`src/rtl/fifo_pkg.sv`:
```
// Shared helpers for the asynchronous FIFO pointer logic: pointer width,
// Gray-to-binary decode and the full-condition compare.
package fifo_pkg;

    localparam int MAX_PTR_W = 32;

    function automatic int ptr_width(input int addr_w);
        return addr_w + 1;
    endfunction

    // Prefix XOR from the MSB down; zero-extended inputs decode correctly.
    function automatic logic [MAX_PTR_W-1:0] gray2bin(input logic [MAX_PTR_W-1:0] gray);
        logic [MAX_PTR_W-1:0] bin;
        bin[MAX_PTR_W-1] = gray[MAX_PTR_W-1];
        for (int i = MAX_PTR_W - 2; i >= 0; i--) begin
            bin[i] = bin[i+1] ^ gray[i];
        end
        return bin;
    endfunction

    // Full when the write Gray pointer equals the read Gray pointer with its
    // two MSBs inverted (write is exactly one lap ahead).
    function automatic logic full_match(input logic [MAX_PTR_W-1:0] wgray,
                                        input logic [MAX_PTR_W-1:0] rgray,
                                        input int                   ptr_w);
        logic [MAX_PTR_W-1:0] mask;
        mask = 32'd3 << (ptr_w - 2);
        return wgray == (rgray ^ mask);
    endfunction

endpackage

```
`src/rtl/Binary2Gray.sv`:
```
// Combinational binary-to-Gray encoder of configurable width.
module Binary2Gray #(
    parameter int NUM_BITS = 5
) (
    input  logic [NUM_BITS-1:0] bin_i,
    output logic [NUM_BITS-1:0] gray_o
);

    assign gray_o = bin_i ^ (bin_i >> 1);

endmodule

```
`src/rtl/fifo_wr_ptr_ctrl.sv`:
```
// Write-side pointer controller of the async FIFO: write pointers, read-pointer
// synchroniser, registered full and sticky overflow. Define AFULL_EN for almost_full_o.
module fifo_wr_ptr_ctrl
    import fifo_pkg::*;
#(
    parameter int ADDR_W       = 4,
    parameter int SYNC_STAGES  = 2,
    parameter int AFULL_THRESH = 12
) (
    input  logic              clk_i,
    input  logic              rst_i,
    input  logic              wr_en_i,
    input  logic [ADDR_W:0]   rptr_gray_i,
    output logic              wr_accept_o,
    output logic [ADDR_W-1:0] waddr_o,
    output logic [ADDR_W:0]   wptr_gray_o,
    output logic              full_o,
`ifdef AFULL_EN
    output logic              almost_full_o,
`endif
    output logic              overflow_o
);

    localparam int PTR_W = ptr_width(ADDR_W);

    logic [PTR_W-1:0] wbin_q, wbin_d;
    logic [PTR_W-1:0] wgray_q, wgray_d;
    logic             full_q, full_d;
    logic             overflow_q, overflow_d;
    logic [SYNC_STAGES-1:0][PTR_W-1:0] sync_q, sync_d;
    logic [PTR_W-1:0] wq_rptr;

    // Producer handshake: wr_en_i is the request, wr_accept_o is the grant in
    // the same cycle; a write happens only on a cycle where both are high.
    assign wr_accept_o = wr_en_i & ~full_q;

    for (genvar s = 0; s < SYNC_STAGES; s++) begin : g_sync
        if (s == 0) begin : g_first
            assign sync_d[s] = rptr_gray_i;
        end else begin : g_next
            assign sync_d[s] = sync_q[s-1];
        end
    end

    assign wq_rptr = sync_q[SYNC_STAGES-1];

    Binary2Gray #(
        .NUM_BITS(PTR_W)
    ) u_b2g (
        .bin_i (wbin_d),
        .gray_o(wgray_d)
    );

    always_comb begin
        wbin_d     = wbin_q + PTR_W'(wr_accept_o);
        full_d     = full_match(32'(wgray_d), 32'(wq_rptr), PTR_W);
        overflow_d = overflow_q | (wr_en_i & full_q);
    end

    always_ff @(posedge clk_i) begin
        if (rst_i) begin
            wbin_q     <= '0;
            wgray_q    <= '0;
            full_q     <= 1'b0;
            overflow_q <= 1'b0;
            sync_q     <= '0;
        end else begin
            wbin_q     <= wbin_d;
            wgray_q    <= wgray_d;
            full_q     <= full_d;
            overflow_q <= overflow_d;
            sync_q     <= sync_d;
        end
    end

`ifdef AFULL_EN
    logic [PTR_W-1:0] rbin_s;
    logic [PTR_W-1:0] fill;
    logic             afull_q, afull_d;

    always_comb begin
        rbin_s  = PTR_W'(gray2bin(32'(wq_rptr)));
        fill    = wbin_d - rbin_s;
        afull_d = (32'(fill) >= AFULL_THRESH);
    end

    always_ff @(posedge clk_i) begin
        if (rst_i) begin
            afull_q <= 1'b0;
        end else begin
            afull_q <= afull_d;
        end
    end

    assign almost_full_o = afull_q;
`endif

    assign waddr_o     = wbin_q[ADDR_W-1:0];
    assign wptr_gray_o = wgray_q;
    assign full_o      = full_q;
    assign overflow_o  = overflow_q;

endmodule

```
`config.mk`:
```
export PLATFORM = sky130hd
export DESIGN_NAME = fifo_wr_ptr_ctrl
export DESIGN_NICKNAME = d
export VERILOG_FILES = /design/src/rtl/fifo_pkg.sv /design/src/rtl/Binary2Gray.sv /design/src/rtl/fifo_wr_ptr_ctrl.sv
export SDC_FILE = /design/constraint.sdc
export NUM_CORES = 1
export LEC_CHECK = 0
export CAP_MARGIN = 20
export CORE_MARGIN = 2
export CORE_UTILIZATION = 48
export CTS_BUF_LIST = sky130_fd_sc_hd__clkbuf_8
export DETAILED_ROUTE_END_ITERATION = 6
export PLACE_DENSITY = 0.76
export RECOVER_POWER = 100
export SYNTH_ARGS = -nofsm -noshare
export SYNTH_HDL_FRONTEND = slang
export SYNTH_SLANG_ARGS = --single-unit
```
`constraint.sdc`:
```
create_clock -name clk_i -period 2.35 [get_ports clk_i]
set_clock_uncertainty 0.2 [all_clocks]
set_input_delay 0.3525 -clock clk_i [delete_from_list [all_inputs] [get_ports clk_i]]
set_output_delay 0.3525 -clock clk_i [all_outputs]
set_load 0.02 [all_outputs]
```
==> impl_results.md <==
* First drt pass iteration count at 4
* Final min period at 2.26 ns
* Clk_lat worst skew at 0.26 ns
* Initial antenna violation count at 0
* Final WS setup at 0.0851 ns
* DP Area at 1010 µm²
* Die height at 43.5 µm
* Root Driver: clkbuf_8
* CP endpoint kind: output pin
* Number of global-route vias before repair at 483
* Slew Viols, Final at 0
* Synth top area share at 0.563
* Distinct cells, synth at 16
* Register bit count reported by yosys at 21
* # fillers at 123
* Slew HR at 0.663
* Worst EP arrival at 1.71 ns
* Required @ worst endpoint at 1.80 ns
* Synth Area per Inst at 11.0 µm²
* Wire per inst at 10.7 µm
* Cts bufs inserted at 3
* Yosys warnings at 0
* Worst setup SP type: primary input
* Hold Path Origin: sync_d[9]
* Clock buffer depth at 2
* # IOs at 20
* Diode count at 0
* Gp weighted congestion at 0.676
* Period utilisation layout at 0.964
* H-tree depth at 1
* Largest net degree at the start of global routing at 15
* Core ar. at 1490 µm²
* Layout cells sized above 1 at 0.124
* GRT Total Usage at 0.146
* Final core utilization at 0.724
* Dominant cells by area after synthesis: dfxtp_1, nor2b_1, xnor2_1
* Synthesized cell area at 747 µm²
* Hold Crit Class: reg -> reg
* Initial Util at 0.502
* Reg-to-Reg Start: full_o
* Slew @ Worst Pin at 0.504 ns
* DR vias at 546
* Final wirelength at 1210 µm
* Detail Route Antenna Nets at 0
* GR Overflow Total at 0
* CTS tree: done
* Status: complete, no violations
* Post-Synthesis Cells at 68
* Synth area leader: dfxtp_1
* # nets final at 108
* DRC violations left at 0
* Top fanout value on the critical path at 2
* Max VDD drop at 0.428 mV
* Hold Fails Final Rpt at 0
* Syn-to-layout area delta at 44.2%
* Clk slew on worst S/H paths at 0.07 ns
* Clock sinks at 21
* Global-route wire length before repair at 1920 µm
* CP startpoint: wr_en_i
* Maximum capacitance violations at 0
* Sequential share of the synthesized area at 0.563
* Worst slack, placed at -0.232 ns
* Max Clk Rate at 442 MHz
* Die extent in x at 43.5 µm
* Core Rows at 14
* Final Setup Violations at 0
* Power per cell area at 665 nW/µm²
* Syn_nets at 78
* RSZ-0062 raised after global routing: false
* Fin area at 1080 µm²
* Post-DR vias/cell at 4.83
* Critical path class: in -> out
* Leakage at 0.453 nW
* DR iter-0 viols at 5
* Port bufs at 19
* Die area at 1890 µm²
* Hpwl dp at 912 µm
[cells in the mapped netlist]
cell and n:
clkbuf_1 2, nand2_1 1, nand3_1 3, xor2_1 2, xnor2_1 8, a21oi_1 2, mux2i_1 1, xnor3_1 1
and2_1 1, or3_1 1, nor2b_1 13, or2_2 1, dfxtp_1 21, ha_1 2, a2111oi_2 1, nor2_1 8
[cells in the final DEF (no fill, tap or decap)]
cell type and count:
clkdlybuf4s50_1 7, nor2b_1 12, nor2_1 8, nor2b_4 1
mux2i_1 1, ha_1 1, a2111oi_4 1, nand2_1 1
a21oi_1 2, xnor2_1 8, clkbuf_1 4, xnor3_1 1
inv_1 1, clkbuf_8 3, xor2_1 2, ha_4 1
nand3_1 3, and2_1 1, buf_4 3, or3_4 1
dlygate4sd3_1 12, dfxtp_1 21, or2_2 1, clkbuf_4 1
[per-layer routing]
| metal | share of wire | wire length (µm) | track usage |
|---|---|---|---|
| met1 | 0.42 | 501 | 0.149 |
| met2 | 0.52 | 622 | 0.254 |
| met5 | 0 | 0 | 0 |
| met3 | 0.044 | 53 | 0.0375 |
| met4 | 0.024 | 29 | 0.109 |
[final cells by class]
| type | count | area [µm²] | share of cell area |
|---|---|---|---|
| clock inverter | 1 | 3.75 | 0.00348 |
| multi-input combinational | 45 | 357 | 0.331 |
| sequential | 21 | 420 | 0.390 |
| timing repair buffer | 27 | 235 | 0.218 |
| clock buffer | 3 | 41.3 | 0.0383 |
| tap | 16 | 20.0 | 0.0186 |
[cell families after synthesis]
family / share of synthesized area
compound gates: 0.0335
mux: 0.0134
buf+inv: 0.0101
simple gates: 0.199
xor+xnor: 0.147
flops: 0.563
fa+ha+maj: 0.0335
[critical path, cell delays in order]
cell	delay, ns
clkdlybuf4s50_1	0.48
nor2b_4	0.17
clkbuf_4	0.13
clkdlybuf4s50_1	0.58
[what timing repair did]
action,4_1_cts,5_1_grt
setup buffers,0,0
hold buffers,0,0
endpoints found under the setup margin,0,1
endpoints found under the hold margin,0,0
gates resized for setup,0,6
[final timing paths]
path	end	slack (ns)	depth (start not counted)
worst min register to register	wq_rptr[4]	0.24	1
worst max-delay path	wr_accept_o	0.09	4
worst max register to register	full_o	0.35	8
worst min-delay path	wq_rptr[4]	0.24	1
[registers in the layout, indices dropped and copies added (netlist names)]
| signal | cells |
|---|---|
| full_o | 1 |
| overflow_o | 1 |
| sync_d | 5 |
| wbin_q | 5 |
| wptr_gray_o | 4 |
| wq_rptr | 5 |
[report_power, final]
group          total, W  internal, W  switching [W]
registers      0.000380     0.000373     0.00000684
clock network  0.000223     0.000116       0.000107
logic          0.000114    0.0000610      0.0000527
[stage by stage]
step | hold WS [ns] | power [W] | TNS [ns] | instances
floorplan | 0.214 | 0.000448 | 0 | 68
global placement | 0.217 | 0.000499 | -0.191 | 109
detailed placement | 0.228 | 0.000501 | -0.291 | 109
CTS | 0.245 | 0.000725 | 0 | 113
global route | 0.264 | 0.000749 | 0 | 113
finish | 0.240 | 0.000717 | 0 | 113
(Power assumes the default switching activity.)
